### config.mk
export PLATFORM = sky130hd
export DESIGN_NAME = signed_sub_8bit
export DESIGN_NICKNAME = d
export VERILOG_FILES = /design/src/rtl/signed_sub_8bit_pkg.sv /design/src/rtl/signed_sub_8bit_sub_bit_cell.sv /design/src/rtl/signed_sub_8bit.sv
export SDC_FILE = /design/constraint.sdc
export NUM_CORES = 1
export LEC_CHECK = 0
export CORE_MARGIN = 2
export CORE_UTILIZATION = 30
export DETAILED_ROUTE_END_ITERATION = 12
export GPL_ROUTABILITY_DRIVEN = 0
export PLACE_DENSITY_LB_ADDON = 0.08
export SETUP_SLACK_MARGIN = 0.1
export SLEW_MARGIN = 30
export SYNTH_ARGS = -nofsm -noshare
export SYNTH_HDL_FRONTEND = slang
export SYNTH_SLANG_ARGS = --single-unit
export TNS_END_PERCENT = 10
### constraint.sdc
create_clock -name clk -period 9.51 [get_ports clk]
set_clock_uncertainty 0.15 [all_clocks]
set_input_delay 1.902 -clock clk [delete_from_list [all_inputs] [get_ports clk]]
set_output_delay 1.902 -clock clk [all_outputs]
set_load 0.01 [all_outputs]
### src/rtl/signed_sub_8bit_pkg.sv
// Purpose: shared width constants and the signed operand type for the subtractor.
// Latency: n/a (declarations only).
// Backpressure: n/a (declarations only).
package signed_sub_8bit_pkg;

    localparam int WIDTH    = 8;
    localparam int SIGN_BIT = WIDTH - 1;

    typedef logic signed [WIDTH-1:0] operand_t;

endpackage : signed_sub_8bit_pkg

### src/rtl/signed_sub_8bit_sub_bit_cell.sv
// Purpose: one full-adder stage of the subtract ripple chain (a + b_inv + ci).
// Latency: combinational, zero cycles.
// Backpressure: none; pure logic with no flow control.
//
// Ports:
//   a_i     - minuend bit
//   b_inv_i - inverted subtrahend bit
//   c_i     - carry in from the next lower stage
//   s_o     - sum bit
//   c_o     - carry out to the next higher stage
module sub_bit_cell (
    input  logic a_i,
    input  logic b_inv_i,
    input  logic c_i,
    output logic s_o,
    output logic c_o
);

    assign s_o = a_i ^ b_inv_i ^ c_i;
    assign c_o = (a_i & b_inv_i) | (a_i & c_i) | (b_inv_i & c_i);

endmodule : sub_bit_cell

### src/rtl/signed_sub_8bit.sv
// Purpose: two's-complement A - B with add-style overflow, plus registered copies and a sticky overflow.
// Latency: result/overflow combinational; result_q/overflow_q/ovf_sticky one cycle.
// Backpressure: none; registers update every cycle with no enable.
//
// Ports:
//   clk        - rising-edge clock for the registered outputs
//   rst        - asynchronous active-high reset of the registered outputs
//   A, B       - signed minuend / subtrahend
//   result     - combinational A - B (wraps)
//   overflow   - combinational overflow of A + (-B) where -B is the WIDTH-bit negation
//   result_q   - result delayed one clock
//   overflow_q - overflow delayed one clock
//   sticky_clr - synchronous clear of ovf_sticky (loses to a simultaneous overflow)
//   ovf_sticky - latches any sampled overflow until cleared
module signed_sub_8bit
    import signed_sub_8bit_pkg::*;
#(
    parameter int WIDTH = signed_sub_8bit_pkg::WIDTH
) (
    input  logic             clk,
    input  logic             rst,
    input  logic [WIDTH-1:0] A,
    input  logic [WIDTH-1:0] B,
    output logic [WIDTH-1:0] result,
    output logic             overflow,
    output logic [WIDTH-1:0] result_q,
    output logic             overflow_q,
    input  logic             sticky_clr,
    output logic             ovf_sticky
);

    localparam int SB = WIDTH - 1;

    // ------------------------------------------------------------------
    // Ripple chain: A + ~B + 1
    // ------------------------------------------------------------------
    logic [WIDTH:0]   carry;
    logic [WIDTH-1:0] sum;
    logic             carry_unused;

    assign carry[0] = 1'b1;

    for (genvar i = 0; i < WIDTH; i++) begin : g_cell
        sub_bit_cell u_cell (
            .a_i     (A[i]),
            .b_inv_i (~B[i]),
            .c_i     (carry[i]),
            .s_o     (sum[i]),
            .c_o     (carry[i+1])
        );
    end

    // The unsigned borrow is not part of this block's interface.
    assign carry_unused = carry[WIDTH];

    assign result = sum;

    // Sign of NB = ~B + 1. The +1 only ripples into the sign bit when the
    // low bits of B are all zero: that flips NB's sign back for B = 0 (NB = 0)
    // and keeps it set for B = most-negative (NB = B).
    logic nb_sign;
    assign nb_sign = ~B[SB] ^ (B[SB-1:0] == '0);

    // Add-overflow of A + NB: equal operand signs and a result sign that differs.
    // For B = most-negative this intentionally differs from true subtract overflow.
    assign overflow = (A[SB] == nb_sign) && (sum[SB] != A[SB]);

    // ------------------------------------------------------------------
    // Registered copies and sticky flag
    // ------------------------------------------------------------------
    logic [WIDTH-1:0] result_d;
    logic             overflow_d;
    logic             sticky_d;
    logic [WIDTH-1:0] res_q;
    logic             ovf_q;
    logic             sticky_q;

    always_comb begin
        result_d   = result;
        overflow_d = overflow;
        sticky_d   = sticky_q;
        // Set has priority over clear so an overflow event is never dropped.
        if (overflow) begin
            sticky_d = 1'b1;
        end else if (sticky_clr) begin
            sticky_d = 1'b0;
        end
    end

    always_ff @(posedge clk or posedge rst) begin
        if (rst) begin
            res_q    <= '0;
            ovf_q    <= 1'b0;
            sticky_q <= 1'b0;
        end else begin
            res_q    <= result_d;
            ovf_q    <= overflow_d;
            sticky_q <= sticky_d;
        end
    end

    assign result_q   = res_q;
    assign overflow_q = ovf_q;
    assign ovf_sticky = sticky_q;

endmodule : signed_sub_8bit

==> results of run 1 <==
## path summary, 6_finish.rpt
check / slack, ps / to
setup reg to reg: 8680 / ovf_sticky$_DFFE_PP0P_
min in group asynchronous: 1750 / result_q[1]$_DFF_PP0_
hold / removal: 370 / ovf_sticky$_DFFE_PP0P_
max in group asynchronous: 7200 / ovf_sticky$_DFFE_PP0P_
setup / recovery: 1630 / result[7]
hold reg to reg: 370 / ovf_sticky$_DFFE_PP0P_
## flip-flops by register name, indices dropped and copies added (netlist names)
name,flops
result_q,8
ovf_sticky,1
overflow_q,1
## power by group
group	internal, mW	total (mW)	leakage [nW]	switching (mW)
registers	0.0495	0.0511	0.118	0.00165
clock network	0.0232	0.0372	0.0210	0.0140
logic	0.0351	0.0584	0.307	0.0233
## cell families (layout without fill, tap and decap cells)
family | count (synthesis) | count (layout) | share of synthesized area
buf+inv | 24 | 57 | 0.1967
flops | 10 | 10 | 0.4098
fa+ha+maj | 7 | 7 | 0.2172
simple gates | 7 | 7 | 0.09835
compound gates | 3 | 3 | 0.04918
xor+xnor | 2 | 2 | 0.02869
## layout make-up
class	instances	share of cell area
repair buffers	37	0.3737
flip-flops and latches	10	0.2525
multi-input cells	19	0.2424
inverters	16	0.06061
clock buffers	4	0.03662
well taps	27	0.03409
## per-layer routing
layer / vias up / global-route usage
met5: - / 0
met4: 0 / 0.1000
met3: 4 / 0.02761
met2: 23 / 0.1532
met1: 189 / 0.1243
li1: 214 / -
## critical path, delay by kind of cell
| family | cells | cell delay, ps |
|---|---|---|
| adder cells (fa/ha/maj) | 7 | 2590 |
| XOR/XNOR | 1 | 270 |
| buffers and inverters | 3 | 1070 |
## per-stage QoR
| step | total power [mW] | hold slack [ps] | instances |
|---|---|---|---|
| floorplan | 0.08145 | 383.6 | 53 |
| CTS | 0.1501 | 376.7 | 113 |
| global route | 0.1576 | 430.2 | 113 |
| detailed placement | 0.1116 | 353.3 | 109 |
| finish | 0.1467 | 373.4 | 113 |
| global placement | 0.1112 | 356.5 | 109 |
## cell usage after synthesis
cell / n
inv_1: 16
dfrtp_1: 10
buf_4: 8
fa_1: 6
nand2b_1: 2
xnor2_1: 2
a21oi_2: 1
ha_1: 1
nand3_1: 1
nand3b_1: 1
nor2b_2: 1
nor3_1: 1
nor4_4: 1
o221ai_2: 1
o22ai_1: 1
==> impl_metrics.env, run 1 <==
export IMPL_syn_nets=79
export IMPL_pwr_density_cell_mw_per_mm2=148.0
export IMPL_drt_iter0_drc=1
export IMPL_avgSynthCellArea_um2=11.52
export IMPL_layout_drive_gt1_share=0.09302
export IMPL_final_hold_viol_count=0
export IMPL_rows=16
export IMPL_drc=0
export IMPL_critPathSlowestCell="clkdlybuf4s50_1"
export IMPL_period_minus_slack_ps=7884
export IMPL_io_pins=38
export IMPL_core_mm2=0.001942
export IMPL_cts_sinks=10
export IMPL_hold_depth=2
export IMPL_post_dp_hpwl_um=945.4
export IMPL_antenna_cells=0
export IMPL_synth_top_area_frac=0.4098
export IMPL_routed_via_density=3.805
export IMPL_endpoint_kind="output pin"
export IMPL_multi_input_area_um2=240.2
export IMPL_grt_max_degree=11
export IMPL_synth_seq_cells=10
export IMPL_wl_per_cell_um=9.088
export IMPL_pre_cts_slack_ps=1606
export IMPL_max_stage_delay_ps=580
export IMPL_maxSlewHeadroom=0.7564
export IMPL_grt_pass1_wl_mm=1.842
export IMPL_grt_usage=0.1053
export IMPL_final_cell_mix="37 x clkdlybuf4s50_1, 16 x inv_1, 10 x dfrtp_1"
export IMPL_grt_overflow=0
export IMPL_cp_cell_sequence="clkdlybuf4s50_1 > inv_1 > ha_1 > fa_1 > fa_1 > fa_1 > fa_1 > fa_1 > fa_1 > xnor2_1 > clkdlybuf4s50_1"
export IMPL_antenna_found_initial=0
export IMPL_status="completed"
export IMPL_portBuffers=37
export IMPL_final_cell_area_um2=991.0
export IMPL_reg2reg_depth=2
export IMPL_tightest_slew_ps=362.7
export IMPL_synthTopCellsByArea="dfrtp_1 41%, fa_1 20%, buf_4 9.8%, inv_1 9.8%, nor4_4 3.5%"
export IMPL_clk_pin_slew_ps=60
export IMPL_postPlaceCellArea_um2=954.7
export IMPL_layout_commonest_cell="clkdlybuf4s50_1"
export IMPL_cts_hold_buf=0
export IMPL_hold_path_startpoint="ovf_sticky$_DFFE_PP0P_"
export IMPL_syn_area_um2=610.6
export IMPL_areaGrowthSynthToFinish_pct=62.29
export IMPL_synth_warnings=0
export IMPL_ir_drop_mv=0.07148
export IMPL_syn_inst=53
export IMPL_die_h_um=49.12
export IMPL_finalCoreUtilization=0.5103
export IMPL_cp_required_ps=7460
export IMPL_timing_fmax_mhz=126.8
export IMPL_slew_viol_final=0
export IMPL_met3_length_um=84
export IMPL_wirelength_met1_um=423
export IMPL_top_layer_used="met4"
export IMPL_clk_path_buf_depth=2
export IMPL_synth_cell_type_count=15
export IMPL_yosysSeqAreaShare=0.4098
export IMPL_first_pass_iters=2
export IMPL_nNetsFinal=113
export IMPL_vias=430
export IMPL_tns_ps=0
export IMPL_initial_core_util=0.3144
export IMPL_worstSetupPathType="in -> out"
export IMPL_htree_levels=1
export IMPL_reg2reg_from="ovf_sticky$_DFFE_PP0P_"
export IMPL_rsz0062_at_grt="false"
export IMPL_cts_buffers=3
export IMPL_fin_ws_ps=1626
export IMPL_cts_tree="done"
export IMPL_die_x_um=49.12
export IMPL_setup_viol=0
export IMPL_seq_area_um2=250.2
export IMPL_n_fill_cell=185
export IMPL_clock_latency_ps=260
export IMPL_arrival_ps=5830
export IMPL_path_max_fanout=4
export IMPL_post_cts_buffers=0
export IMPL_routed_wl_mm=1.027
export IMPL_hp_class="reg -> reg"
export IMPL_crit_path_start="A[0]"
export IMPL_yosys_area_top_type="dfrtp_1"
export IMPL_finalCritPeriodShare=0.8290
export IMPL_cts_resized=0
export IMPL_critical_path_startpoint_type="input pin"
export IMPL_dieArea_mm2=0.002412
export IMPL_root_buffer="clkbuf_4"
export IMPL_p_leak_nw=0.4460
export IMPL_path_common_cell="fa_1"
export IMPL_first_global_vias=440
export IMPL_cap_viol_max_count=0
export IMPL_route_met2_wl_um=484
export IMPL_antenna_left=0
Power figures use the tool's default switching activity.
==> inputs of run 2 (changes only) <==
Clock period 9.51 ns to 6.9 ns, I/O delays scaled along.
==> run 2 against run 1 <==
Critical path depth up 1. Sequential power increased by 38%. Final cell count is 0.88% lower. Sequential cell count is the same. Sequential share of layout area down 0.13 points. First-iteration DRC count grew to 3.0 times the previous value. Global-route usage decreased by 0.92 points. Die area unchanged. Clock-buffer cell count fell by 1. Utilization rose by 0.26 points. Critical endpoint is now overflow.
==> impl_metrics.env, run 2 (synthesis results as in run 1) <==
export IMPL_arrival_ps=5190
export IMPL_areaGrowthSynthToFinish_pct=63.11
export IMPL_status="completed"
export IMPL_wl_per_cell_um=9.089
export IMPL_period_minus_slack_ps=6723
export IMPL_post_dp_hpwl_um=933.4
export IMPL_clock_latency_ps=250
export IMPL_hp_class="reg -> reg"
export IMPL_die_h_um=49.12
export IMPL_worstSetupPathType="in -> out"
export IMPL_layout_drive_gt1_share=0.1176
export IMPL_maxSlewHeadroom=0.7600
export IMPL_critPathSlowestCell="clkdlybuf4s50_1"
export IMPL_max_stage_delay_ps=480
export IMPL_routed_wl_mm=1.018
export IMPL_worst_hold_path_endpoint="ovf_sticky$_DFFE_PP0P_"
export IMPL_grt_max_degree=11
export IMPL_antenna_cells=0
export IMPL_grt_overflow=0
export IMPL_p_leak_nw=0.4542
export IMPL_nNetsFinal=113
export IMPL_antenna_found_initial=0
export IMPL_first_pass_iters=2
export IMPL_dieArea_mm2=0.002412
export IMPL_reg2reg_from="ovf_sticky$_DFFE_PP0P_"
export IMPL_fin_ws_ps=177.5
export IMPL_reg2reg_depth=2
export IMPL_slew_viol_final=0
export IMPL_io_pins=38
export IMPL_tns_ps=0
export IMPL_timing_fmax_mhz=148.8
export IMPL_reg2reg_slack_ps=6080
export IMPL_vias=438
export IMPL_portBuffers=37
export IMPL_cts_sinks=10
export IMPL_tightest_slew_ps=359.6
export IMPL_cts_tree="done"
export IMPL_pre_cts_slack_ps=16.50
export IMPL_cts_hold_buf=0
export IMPL_initial_core_util=0.3144
export IMPL_root_buffer="clkbuf_4"
export IMPL_routed_via_density=3.911
export IMPL_final_hold_viol_count=0
export IMPL_final_cell_mix="36 x clkdlybuf4s50_1, 16 x inv_1, 10 x dfrtp_1"
export IMPL_clk_pin_slew_ps=60
export IMPL_endpoint_kind="output pin"
export IMPL_htree_levels=1
export IMPL_drc=0
export IMPL_ir_drop_mv=0.07482
export IMPL_path_max_fanout=4
export IMPL_rsz0062_at_grt="true"
export IMPL_finalCoreUtilization=0.5129
export IMPL_setup_viol=0
export IMPL_die_x_um=49.12
export IMPL_first_global_vias=415
export IMPL_path_common_cell="fa_1"
export IMPL_largest_reg_flops=8
export IMPL_cts_buffers=3
export IMPL_finalCritPeriodShare=0.9743
export IMPL_layout_commonest_cell="clkdlybuf4s50_1"
export IMPL_cp_cell_sequence="clkdlybuf4s50_1 > inv_1 > ha_1 > fa_1 > fa_1 > fa_1 > fa_1 > fa_1 > fa_2 > nand2b_1 > o22ai_2 > clkdlybuf4s50_1"
export IMPL_pwr_density_cell_mw_per_mm2=189.7
export IMPL_drt_iter0_drc=3
export IMPL_r2r_end="ovf_sticky$_DFFE_PP0P_"
export IMPL_grt_pass1_wl_mm=1.662
export IMPL_critical_path_startpoint_type="input pin"
export IMPL_clk_path_buf_depth=2
export IMPL_cap_viol_max_count=0
export IMPL_hold_path_startpoint="ovf_sticky$_DFFE_PP0P_"
export IMPL_hold_depth=2
export IMPL_cp_required_ps=5370
export IMPL_antenna_left=0
export IMPL_rows=16
export IMPL_core_mm2=0.001942
export IMPL_grt_usage=0.09614
[run 2: where the power goes]
group | internal, mW | switching (mW) | total (mW)
registers | 0.0682 | 0.00225 | 0.0705
logic | 0.0493 | 0.0327 | 0.0821
clock network | 0.0199 | 0.0164 | 0.0364
[run 2: critical path, delay by kind of cell]
family | cells | cell delay (ps)
and+or+nand+nor | 1 | 150
buffers and inverters | 3 | 980
AOI/OAI and AO/OA | 1 | 110
adders and majority gates | 7 | 2580
[run 2: worst max-delay path by stage]
stage          start   endpoint  slack [ps]  cells after the start
2_1_floorplan   A[0]  result[7]        1110                     10
3_3_place_gp    A[0]  result[7]          60                     11
3_5_place_dp    A[0]  result[7]          20                     11
4_1_cts         A[0]   overflow         150                     11
5_1_grt         A[0]   overflow          50                     12
6_report        A[0]   overflow         180                     12
[run 2: layer usage]
layer / share of wire / up-vias / global-route usage
li1: - / 214 / -
met3: 0.089 / 4 / 0.01840
met1: 0.39 / 197 / 0.09862
met4: 0.042 / 0 / 0.1000
met2: 0.47 / 23 / 0.1577
met5: 0 / - / 0
[run 2: timing repair]
| item | CTS | global route |
|---|---|---|
| gates resized for setup | 2 | 2 |
| buffers inserted | 0 | 0 |
| endpoints found under the setup margin | 2 | 2 |
[run 2: area by class of cell]
class	instances	area, µm²
Inverter	16	60.06
Tap cell	27	33.78
Fill cell	203	945.9
Clock buffer	3	22.52
Timing Repair Buffer	37	372.9
Multi-Input combinational cell	19	256.5
Sequential cell	10	250.2
[run 2: through the flow]
stage	hold WS, ps	power [mW]	area [µm²]	cells
finish	356.6	0.1889	996.0	112
global route	386.5	0.2017	996.0	112
CTS	360.0	0.1922	987.2	112
detailed placement	339.7	0.1536	954.7	109
global placement	353.5	0.1531	954.7	109
floorplan	383.6	0.1123	610.6	53
==> inputs of run 3 (changes only) <==
Settings changed: MAX_ROUTING_LAYER from default to met4, PLACE_DENSITY from default to 0.77, PLACE_DENSITY_LB_ADDON 0.08 to default.
==> run 3 against run 2 <==
Clock power grew 40%. Global-route usage is 0.64 points higher. Final cell count increased by 0.89%. Utilization decreased by 0.065 points. Sequential cell count unchanged. Clock-buffer cell count rose by 1. Critical path type unchanged.
==> impl_metrics.env, run 3 (synthesis results as in run 1) <==
export IMPL_grt_max_degree=11
export IMPL_cap_viol_max_count=0
export IMPL_path_max_fanout=2
export IMPL_fin_ws_ps=271.4
export IMPL_multi_input_area_um2=242.7
export IMPL_io_pins=38
export IMPL_setup_viol=0
export IMPL_critical_path_startpoint_type="input pin"
export IMPL_period_minus_slack_ps=6629
export IMPL_cts_tree="done"
export IMPL_initial_core_util=0.3144
export IMPL_p_clk_frac=0.250
export IMPL_die_h_um=49.12
export IMPL_final_hold_viol_count=0
export IMPL_post_cts_buffers=0
export IMPL_antenna_cells=0
export IMPL_grt_usage=0.1025
export IMPL_timing_fmax_mhz=150.9
export IMPL_routed_via_density=3.894
export IMPL_netSwitchingPower_mw=0.05490
export IMPL_first_pass_iters=2
export IMPL_pre_cts_slack_ps=59.06
export IMPL_drt_iter0_drc=1
export IMPL_postPlaceCellArea_um2=954.7
export IMPL_pwr_share_comb=0.401
export IMPL_largest_reg_flops=8
export IMPL_n_fill_cell=184
export IMPL_dieArea_mm2=0.002412
export IMPL_hp_class="reg -> reg"
export IMPL_die_x_um=49.12
export IMPL_post_dp_hpwl_mm=1.132
export IMPL_nNetsFinal=113
export IMPL_layout_commonest_cell="clkdlybuf4s50_1"
export IMPL_portBuffers=37
export IMPL_status="completed"
export IMPL_pwr_density_cell_mw_per_mm2=204.0
export IMPL_areaGrowthSynthToFinish_pct=62.91
export IMPL_worstSetupPathType="in -> out"
export IMPL_wl_per_cell_um=10.61
export IMPL_tightest_slew_ps=343.8
export IMPL_swShare=0.2705
export IMPL_grt_overflow=0
export IMPL_antenna_found_initial=0
export IMPL_grt_pass1_wl_mm=1.800
export IMPL_htree_levels=1
export IMPL_antenna_left=0
export IMPL_power_mw=0.2029
export IMPL_root_buffer="clkbuf_4"
export IMPL_final_cell_area_um2=994.7
export IMPL_cts_hold_buf=0
export IMPL_p_leak_nw=0.4575
export IMPL_routed_wl_mm=1.199
export IMPL_p_int_mw=0.1480
export IMPL_maxSlewHeadroom=0.7690
export IMPL_slew_viol_final=0
export IMPL_arrival_ps=5100
export IMPL_layout_drive_gt1_share=0.1047
export IMPL_power_share_sequential=0.349
export IMPL_rsz0062_at_grt="false"
export IMPL_ir_drop_mv=0.08007
export IMPL_cts_sinks=10
export IMPL_finalCoreUtilization=0.5122
export IMPL_cts_buffers=3
export IMPL_first_global_vias=443
export IMPL_seq_area_um2=250.2
export IMPL_drc=0
export IMPL_clk_path_buf_depth=2
export IMPL_core_mm2=0.001942
export IMPL_clk_pin_slew_ps=60
export IMPL_rows=16
export IMPL_cp_required_ps=5370
export IMPL_vias=440
export IMPL_final_cell_mix="35 x clkdlybuf4s50_1, 16 x inv_1, 10 x dfrtp_1"
export IMPL_tns_ps=0
export IMPL_endpoint_kind="output pin"
export IMPL_finalCritPeriodShare=0.9607
export IMPL_clock_latency_ps=260
[run 3: what timing repair did]
item	in CTS	in global routing
endpoints found under the hold margin	0	0
pin swaps	0	0
endpoints found under the setup margin	2	1
resized for setup	1	2
[run 3: metal layers]
layer  GRT usage  vias to the layer above  routed length [µm]
li1            -                      214                   -
met1     0.09344                      206                 425
met5           -                        -                   0
met2      0.1959                       18                 695
met4     0.07143                        0                  18
met3    0.009202                        2                  59
[run 3: area by class of cell]
type	count	share of cell area
Sequential cell	10	0.2516
Tap cell	27	0.03396
Inverter	16	0.06038
Timing Repair Buffer	37	0.3736
Multi-Input combinational cell	19	0.2440
Clock buffer	4	0.03648
[run 3: power groups by stage]
| stage | logic, mW | clock network (mW) | registers [mW] |
|---|---|---|---|
| global route | 0.0869 | 0.0543 | 0.0717 |
| global placement | 0.0812 | 0 | 0.0718 |
| detailed placement | 0.0828 | 0 | 0.0722 |
| floorplan | 0.0348 | 0 | 0.0774 |
| finish | 0.0813 | 0.0508 | 0.0708 |
| CTS | 0.0825 | 0.0518 | 0.0711 |
[run 3: through the flow]
step	hold WS, ps	cells
3_5_place_dp	373.5	109
6_report	391.5	113
5_1_grt	413.3	113
4_1_cts	398.1	113
2_1_floorplan	383.6	53
3_3_place_gp	363.2	109
[run 3: final timing paths]
| kind | to | cells past startpoint | from | slack, ps |
|---|---|---|---|---|
| setup reg to reg | ovf_sticky$_DFFE_PP0P_ | 2 | ovf_sticky$_DFFE_PP0P_ | 6050 |
| hold reg to reg | ovf_sticky$_DFFE_PP0P_ | 2 | ovf_sticky$_DFFE_PP0P_ | 390 |
| max in group asynchronous | result_q[3]$_DFF_PP0_ | 2 | rst | 5110 |
| setup / recovery | result[6] | 11 | A[0] | 270 |
| hold / removal | ovf_sticky$_DFFE_PP0P_ | 2 | ovf_sticky$_DFFE_PP0P_ | 390 |
| min in group asynchronous | result_q[7]$_DFF_PP0_ | 2 | rst | 1220 |
[run 3: worst max-delay path: stages]
cell and delay [ps]:
clkdlybuf4s50_1 450, inv_1 40, ha_1 200, fa_1 370
fa_1 380, fa_1 400, fa_1 410, fa_1 410
fa_2 530, inv_1 50, clkdlybuf4s50_1 480
